==> config.mk <==
export PLATFORM = sky130hd
export DESIGN_NAME = addr_reg_file_p
export DESIGN_NICKNAME = d
export VERILOG_FILES = /design/src/rtl/arf_pkg.sv /design/src/rtl/addr_reg.sv /design/src/rtl/addr_reg_file_p.sv
export SDC_FILE = /design/constraint.sdc
export NUM_CORES = 1
export LEC_CHECK = 0
export CAP_MARGIN = 20
export CORE_MARGIN = 2
export CORE_UTILIZATION = 40
export DETAILED_ROUTE_END_ITERATION = 8
export HOLD_SLACK_MARGIN = 0.02
export PLACE_DENSITY_LB_ADDON = 0.05
export SLEW_MARGIN = 20
export SYNTH_ARGS = -nofsm -noshare
export SYNTH_HDL_FRONTEND = slang
export SYNTH_SLANG_ARGS = --single-unit
==> constraint.sdc <==
create_clock -name Clock -period 2.1 [get_ports Clock]
set_input_delay 0.42 -clock Clock [delete_from_list [all_inputs] [get_ports Clock]]
set_output_delay 0.42 -clock Clock [all_outputs]
set_load 0.02 [all_outputs]
==> src/rtl/arf_pkg.sv <==
`default_nettype none
// +--------------------------------------------------------------------+
// | arf_pkg : shared FunSel encoding and select-width helper           |
// | Rev 1.0                                                            |
// +--------------------------------------------------------------------+
package arf_pkg;

  typedef enum logic [1:0] {
    ARF_DEC  = 2'b00,
    ARF_INC  = 2'b01,
    ARF_LOAD = 2'b10,
    ARF_CLR  = 2'b11
  } arf_fun_e;

  function automatic int arf_sel_w(input int num_regs);
    return (num_regs <= 2) ? 1 : $clog2(num_regs);
  endfunction

endpackage
`default_nettype wire

==> src/rtl/addr_reg.sv <==
`default_nettype none
// +--------------------------------------------------------------------+
// | addr_reg : one address register, dec/inc/load/clear, wrap pulse    |
// | Rev 1.0                                                            |
// +--------------------------------------------------------------------+
module addr_reg
  import arf_pkg::*;
#(
  parameter int               WIDTH   = 16,
  parameter logic [WIDTH-1:0] STEP    = WIDTH'(1),
  parameter logic [WIDTH-1:0] RST_VAL = '0
) (
  input  logic             Clock,
  input  logic             ResetN,
  input  logic             E,
  input  logic [1:0]       FunSel,
  input  logic [WIDTH-1:0] I,
  output logic [WIDTH-1:0] Q,
  output logic             Wrap
);

  logic [WIDTH-1:0] q_q;
  logic [WIDTH-1:0] q_d;
  logic [WIDTH:0]   sum;
  logic [WIDTH:0]   diff;

  // Wrap is combinational so the owner's sticky flag lands on the same edge.
  always_comb begin
    sum  = {1'b0, q_q} + {1'b0, STEP};
    diff = {1'b0, q_q} - {1'b0, STEP};
    q_d  = q_q;
    Wrap = 1'b0;
    if (E) begin
      case (FunSel)
        ARF_DEC: begin
          q_d  = diff[WIDTH-1:0];
          Wrap = diff[WIDTH];
        end
        ARF_INC: begin
          q_d  = sum[WIDTH-1:0];
          Wrap = sum[WIDTH];
        end
        ARF_LOAD: q_d = I;
        default:  q_d = '0;
      endcase
    end
  end

  always_ff @(posedge Clock or negedge ResetN) begin
    if (!ResetN) begin
      q_q <= RST_VAL;
    end else begin
      q_q <= q_d;
    end
  end

  assign Q = q_q;

endmodule
`default_nettype wire

==> src/rtl/addr_reg_file_p.sv <==
`default_nettype none
// +--------------------------------------------------------------------+
// | addr_reg_file_p : address register file, two read ports, wrap flags|
// | Optional SP bounds guard: ARF_STACK_GUARD_EN            Rev 1.0    |
// +--------------------------------------------------------------------+
module addr_reg_file_p
  import arf_pkg::*;
#(
  parameter int               NUM_REGS = 3,
  parameter int               WIDTH    = 16,
  parameter logic [WIDTH-1:0] STEP     = WIDTH'(1),
  parameter logic [WIDTH-1:0] RST_VAL  = '0,
  parameter int               SP_IDX   = 1,
  parameter logic [WIDTH-1:0] STACK_LO = '0,
  parameter logic [WIDTH-1:0] STACK_HI = '1,
  parameter int               SEL_W    = arf_sel_w(NUM_REGS)
) (
  input  logic                Clock,
  input  logic                ResetN,
  input  logic [WIDTH-1:0]    I,
  input  logic [NUM_REGS-1:0] RegSel,
  input  logic [1:0]          FunSel,
  input  logic                FlagClr,
  input  logic [SEL_W-1:0]    OutCSel,
  input  logic [SEL_W-1:0]    OutDSel,
  output logic [WIDTH-1:0]    OutC,
  output logic [WIDTH-1:0]    OutD,
  output logic [NUM_REGS-1:0] WrapFlags,
  output logic                StackErr
);

  logic [NUM_REGS-1:0][WIDTH-1:0] reg_q;
  logic [NUM_REGS-1:0]            reg_en;
  logic [NUM_REGS-1:0]            wrap_pulse;
  logic                           stack_err_set;

  logic [NUM_REGS-1:0] wrap_flags_q;
  logic [NUM_REGS-1:0] wrap_flags_d;
  logic                stack_err_q;
  logic                stack_err_d;

`ifdef ARF_STACK_GUARD_EN
  logic [WIDTH:0] sp_sum;
  logic [WIDTH:0] sp_diff;
  logic           sp_block;

  // A blocked SP update suppresses the enable, so the register never wraps.
  always_comb begin
    sp_sum   = {1'b0, reg_q[SP_IDX]} + {1'b0, STEP};
    sp_diff  = {1'b0, reg_q[SP_IDX]} - {1'b0, STEP};
    sp_block = 1'b0;
    if (RegSel[SP_IDX]) begin
      if (FunSel == ARF_INC) begin
        sp_block = sp_sum[WIDTH] || (sp_sum[WIDTH-1:0] > STACK_HI);
      end else if (FunSel == ARF_DEC) begin
        sp_block = sp_diff[WIDTH] || (sp_diff[WIDTH-1:0] < STACK_LO);
      end
    end
    reg_en         = RegSel;
    reg_en[SP_IDX] = RegSel[SP_IDX] & ~sp_block;
  end

  assign stack_err_set = sp_block;
`else
  logic unused_stack_cfg;
  assign unused_stack_cfg = ^{STACK_LO, STACK_HI};
  assign reg_en           = RegSel;
  assign stack_err_set    = 1'b0;
`endif

  for (genvar k = 0; k < NUM_REGS; k++) begin : g_reg
    addr_reg #(
      .WIDTH   (WIDTH),
      .STEP    (STEP),
      .RST_VAL (RST_VAL)
    ) u_reg (
      .Clock  (Clock),
      .ResetN (ResetN),
      .E      (reg_en[k]),
      .FunSel (FunSel),
      .I      (I),
      .Q      (reg_q[k]),
      .Wrap   (wrap_pulse[k])
    );
  end

  // Set beats clear when both happen on the same edge.
  always_comb begin
    wrap_flags_d = (FlagClr ? '0 : wrap_flags_q) | wrap_pulse;
    stack_err_d  = (stack_err_q & ~FlagClr) | stack_err_set;
  end

  always_ff @(posedge Clock or negedge ResetN) begin
    if (!ResetN) begin
      wrap_flags_q <= '0;
      stack_err_q  <= 1'b0;
    end else begin
      wrap_flags_q <= wrap_flags_d;
      stack_err_q  <= stack_err_d;
    end
  end

  // Out-of-range selects fall through to the last register.
  always_comb begin
    OutC = reg_q[NUM_REGS-1];
    OutD = reg_q[NUM_REGS-1];
    for (int k = 0; k < NUM_REGS; k++) begin
      if (OutCSel == SEL_W'(k)) OutC = reg_q[k];
      if (OutDSel == SEL_W'(k)) OutD = reg_q[k];
    end
  end

  assign WrapFlags = wrap_flags_q;
  assign StackErr  = stack_err_q;

endmodule
`default_nettype wire

Word level (Yosys, flattened, before mapping) --
Cells that the tools add are included.
Word-level totals: output and inout bits 36, input bits 28, word-level logic and storage cells 39, register bits 52
Cells by class: equality and inequality tests 6, reductions and logical operators 3, bitwise gates (word level) 3, multiplexer cells 16, $add $sub $neg 6
Operators with widths (number):
- $pmux W16 S3 | 3
- $mux W16 | 6
- $add A16 B1 Y17 const B | 3
- $sub A16 B1 Y17 const B | 3
- $eq A2 B1 Y1 const B | 3
- $eq A2 B2 Y1 const B | 3
- $logic_not A2 Y1 | 3
- $pmux W1 S2 | 3
- $mux W1 | 3
- $mux W3 | 1
- $or A3 B3 Y3 | 1
- $and A1 B1 Y1 | 1
- $not A1 Y1 | 1

Logic depth before layout (Yosys ltp) --
word-level depth 4, depth in mapped cells 8, gate-level depth less buffers 7

Cells and area by module --
Synthesis repeated with hierarchy kept, for this count alone.
Unflattened totals: cell total of the unflattened synthesis 700, area, all modules 5322.6 um2
Modules (own cells, without submodules):
- addr_reg | times used 3, sequential area each 400.4 um2, cells an instance 195, area each 1500.2 um2
- addr_reg_file_p | times used 1, sequential area each 100.1 um2, cells an instance 115, area each 822.0 um2

Least setup slack after synthesis --
OpenSTA, ideal clock, no wires.
kind input to output, from input port OutCSel[0], to output port OutC[14], slack 42 ps, path buffers 2, arrival 1638 ps, stages on the path 4, required time 1680 ps, cell sequence clkbuf_1 buf_2 mux2i_1 o21ai_0
On the way: longest elaborated chain between the ends 4, elaborated cells between the ends (all ways) 6, those cells by class eq/ne: 2; mux: 3; reduce/logical: 1
Ends and longest elaborated chain:
- from (decl) | line addr_reg_file_p.sv:24 | input logic [SEL_W-1:0] OutCSel,
- $logic_not A2 Y1 | line addr_reg_file_p.sv:108 | if (OutCSel == SEL_W'(k)) OutC = reg_q[k];
- $mux W16 (2 in a row) | line addr_reg_file_p.sv:108
- $mux W16 * | line addr_reg_file_p.sv:108
- to (decl) | line addr_reg_file_p.sv:26 | output logic [WIDTH-1:0] OutC,
Every way passes the cells marked *; elsewhere a longest branch is shown, timed or not.

Final worst setup path --
from input port OutDSel[1], to output port OutD[11]
On the way: longest elaborated chain between the ends 4, elaborated cells between the ends (all ways) 6, those cells by class eq/ne: 2; mux: 3; reduce/logical: 1
Ends and longest elaborated chain:
- from (decl) | line addr_reg_file_p.sv:25 | input logic [SEL_W-1:0] OutDSel,
- $logic_not A2 Y1 | line addr_reg_file_p.sv:109 | if (OutDSel == SEL_W'(k)) OutD = reg_q[k];
- $mux W16 (2 in a row) | line addr_reg_file_p.sv:109
- $mux W16 * | line addr_reg_file_p.sv:109
- to (decl) | line addr_reg_file_p.sv:27 | output logic [WIDTH-1:0] OutD,
Marks and branches as above.

==> run summary <==
Antenna violations before repair: 0
CTS Buf Count: 5
Synth Area in XOR/XNOR: 1.53%
Sort of element at the end of the critical path: output pin
Count of state elements after synthesis: 52
Instance area at placement: 6310 sq um
Cell Rows: 41
Via Count: 5783
Largest cells by area after synthesis: sky130_fd_sc_hd__dfrtp_1, sky130_fd_sc_hd__mux2i_1, sky130_fd_sc_hd__nand2_1, sky130_fd_sc_hd__o21ai_0, sky130_fd_sc_hd__nand3_1
CTS tree: built
Total power per unit cell area: 685 nW/um^2
Dominant combinational cell family by area after synthesis: simple AND/OR/NAND/NOR gates
Placed Cells incl. Taps: 950
Arrival time at the worst endpoint: 1.63 ns
Sequential cell area fraction in the yosys report: 25.2%
Number of enable-type register cells in the synthesized netlist: 0
Most common library cell in the layout ignoring fill and taps: sky130_fd_sc_hd__nand2_1
Net Sw Frac: 43.2%
Leading register cell type out of synthesis: sky130_fd_sc_hd__dfrtp_1
Die outline height: 118 microns
Hold buffers post-CTS: 0
Slew Viols, Final: 0
Clock period minus final worst setup slack: 2.05 ns
Clock tree skew after final layout: 0.00996 ns
Leakage power of the design: 0.00269 uW
HPWL after detailed placement: 14.8 mm
Syn nets: 747
Chip width: 118 microns
Share of final-layout standard cells stronger than drive strength 1: 14.9%
Fraction of power consumed by the clock network: 19.8%
Portion of total power attributed to sequential cells: 35.7%
Final wirelength: 20.0 mm
Port Buffer Count: 63
Kind of start point of the critical path: primary input
Adder-cell area share of the yosys netlist: 1.45%
Layout overhead on the synthesized area: 25.9%
Clk Tree Root Cell: sky130_fd_sc_hd__clkbuf_16
Share of async-settable or async-resettable flops after synthesis: 100%
Gate count of the mapped netlist: 713
Highest ir drop seen on vdd: 474 uV
Antenna Cells: 0
Setup repair after global routing missed its margin: no
Maximum number of pins on one net before global-route repair: 33
Max clock buf depth: 2
Number of primary I/O pins: 64
Level count of the clock H-tree: 2
Max-Slew Margin vs Limit: 65.3%
Wire length of the first global-routing pass: 30.8 mm
Req. time, crit path: 1.68 ns
Summed instance area of the synthesized netlist: 5170 sq um
Tightest Hold Check Type: in2async
Slew at the pin closest to its max-slew limit: 0.519 ns
Warnings, synthesis: 0
Final Instance Area: 6510 sq um
Via count of the first global-routing pass: 5223
First-iteration detailed-routing DRC count: 552
Average cell area after synthesis: 7.25 sq um
Multiplexer share of the synthesized area: 10.5%
Area leader, netlist: sky130_fd_sc_hd__dfrtp_1
Drt via density: 6.01
Switching power summed over all nets: 1930 uW
Worst setup path class: in2out
Sink Count: 52
Cell Count, Final, Fillers Out: 962
Simple-gate share of the synthesized area: 27.9%
Count of cell types in the netlist: 66
Result of the run: finished clean
Largest fanout on the critical path: 32
Max Freq: 0.488 GHz
Count of final setup violators: 0
Total count of hold-check failures in the final report: 0
Insertion delay to the later sink of the worst-skew pair: 0.31 ns
Clock transition at the register clock pins on the worst setup and hold paths after CTS: 0.07 ns
Internal power: 2530 uW
Overall die area: 13800 sq um
Max-capacitance violation count: 0
Final worst path period share: 97.6%
Routed len/inst: 20.8 microns
Area fraction in compound gates after synthesis: 25.4%
Fraction of power consumed by combinational cells: 44.5%
GR Util All Layers: 28.5%
Post-synth top area share: 25.2%
First-pass detailed-route iteration total: 5
Effective utilization at floorplan: 40.9%
Most frequent cells in the layout: sky130_fd_sc_hd__nand2_1, sky130_fd_sc_hd__o21ai_0, sky130_fd_sc_hd__buf_4
DRC violations left: 0
Aggregate global routing overflow: 0
Floorplan Core Area: 12600 sq um
Placer Congestion: 0.916
Final #Nets: 823
Routed Antenna Nets: 0
## sequential cells by signal, summed over array words and instances, names as in the netlist
register / cells
g.u_reg.Q: 48
StackErr: 1
WrapFlags: 3
## path summary, 6_finish.rpt
check,start,to,slack [ns],cells after the start
max,OutDSel[1],OutD[11],0.05,5
min,ResetN,g_reg[0].u_reg.Q[11]$_DFFE_PN0P_,0.05,1
max reg2reg,g_reg[0].u_reg.Q[2]$_DFFE_PN0P_,g_reg[0].u_reg.Q[15]$_DFFE_PN0P_,0.13,5
min reg2reg,StackErr$_DFF_PN0_,StackErr$_DFF_PN0_,0.51,1
max in group asynchronous,ResetN,g_reg[1].u_reg.Q[3]$_DFFE_PN0P_,1.48,2
min in group Clock,StackErr$_DFF_PN0_,StackErr$_DFF_PN0_,0.51,1
## cells by family (layout without fill, tap and decap cells)
family          Yosys count  in the layout
compound gates          207            207
xor+xnor                  9              9
fa+ha+maj                 6              6
buf+inv                  96            173
flops                    52             52
mux                      54             54
simple gates            289            289
## power by group through the flow
| stage | combinational (uW) | sequential (uW) | clock [uW] |
|---|---|---|---|
| final | 1980 | 1590 | 881 |
| after global routing | 2160 | 1630 | 958 |
| after CTS | 1960 | 1580 | 908 |
| after detailed placement | 2020 | 1600 | 0 |
| after global placement | 2000 | 1590 | 0 |
| after floorplan | 1440 | 1320 | 0 |
## per-layer routing
metal / up-vias / GRT usage, % / share of wire [%]
met5: - / 0 / 0
met4: 0 / 7.08 / 1.9
met3: 27 / 4.55 / 6.2
met2: 237 / 46.8 / 47
met1: 2748 / 39.2 / 45
li1: 2771 / - / -
## critical path: stages
cell and delay [ns]:
sky130_fd_sc_hd__clkdlybuf4s50_1 0.51, sky130_fd_sc_hd__buf_12 0.19, sky130_fd_sc_hd__nand2_1 0.06, sky130_fd_sc_hd__o21ai_0 0.08, sky130_fd_sc_hd__dlygate4sd2_1 0.36
## repair_timing
action                                  4_1_cts  5_1_grt
gates resized for setup                      48       33
pin swaps                                     0        2
endpoints found under the setup margin       32       21
hold endpoints to repair                      0        0
buffers inserted                              0        2
cloned                                        2        0
## area by class of cell
type                            instances  area (sq um)
Fill cell                            1296          6110
Multi-Input combinational cell        565          3460
Sequential cell                        52          1310
Timing Repair Buffer                  144          1300
Tap cell                              172           215
Clock buffer                            8           146
Inverter                               21          78.8
## through the flow
stage | setup TNS (ns) | hold slack [ns] | worst slack [ns] | util (%) | total power [uW]
after global placement | -10.13 | 0.370 | -0.363 | 50.0 | 3590
after CTS | 0 | 0.0498 | 0.0366 | 51.5 | 4450
after floorplan | 0 | 0.124 | 0.0421 | - | 2760
final | 0 | 0.0471 | 0.0502 | 51.6 | 4460
after detailed placement | -10.08 | 0.383 | -0.403 | 50.0 | 3620
after global routing | 0 | 0.0529 | 0.0000576 | 51.6 | 4740
## cell usage after synthesis (6+ instances only)
library cell	n
sky130_fd_sc_hd__a21oi_1	31
sky130_fd_sc_hd__a31oi_1	14
sky130_fd_sc_hd__and3_1	7
sky130_fd_sc_hd__buf_2	23
sky130_fd_sc_hd__clkbuf_1	42
sky130_fd_sc_hd__dfrtp_1	52
sky130_fd_sc_hd__ha_1	6
sky130_fd_sc_hd__inv_1	18
sky130_fd_sc_hd__mux2i_1	52
sky130_fd_sc_hd__nand2_1	109
sky130_fd_sc_hd__nand3_1	33
sky130_fd_sc_hd__nand4_1	10
sky130_fd_sc_hd__nor2_1	43
sky130_fd_sc_hd__nor2b_1	9
sky130_fd_sc_hd__nor3_1	32
sky130_fd_sc_hd__nor4_1	8
sky130_fd_sc_hd__o211ai_1	12
sky130_fd_sc_hd__o21ai_0	75
sky130_fd_sc_hd__o22ai_1	12
sky130_fd_sc_hd__o31ai_1	8
sky130_fd_sc_hd__xnor2_1	6
Note: power is estimated with default switching activity, not from simulation.
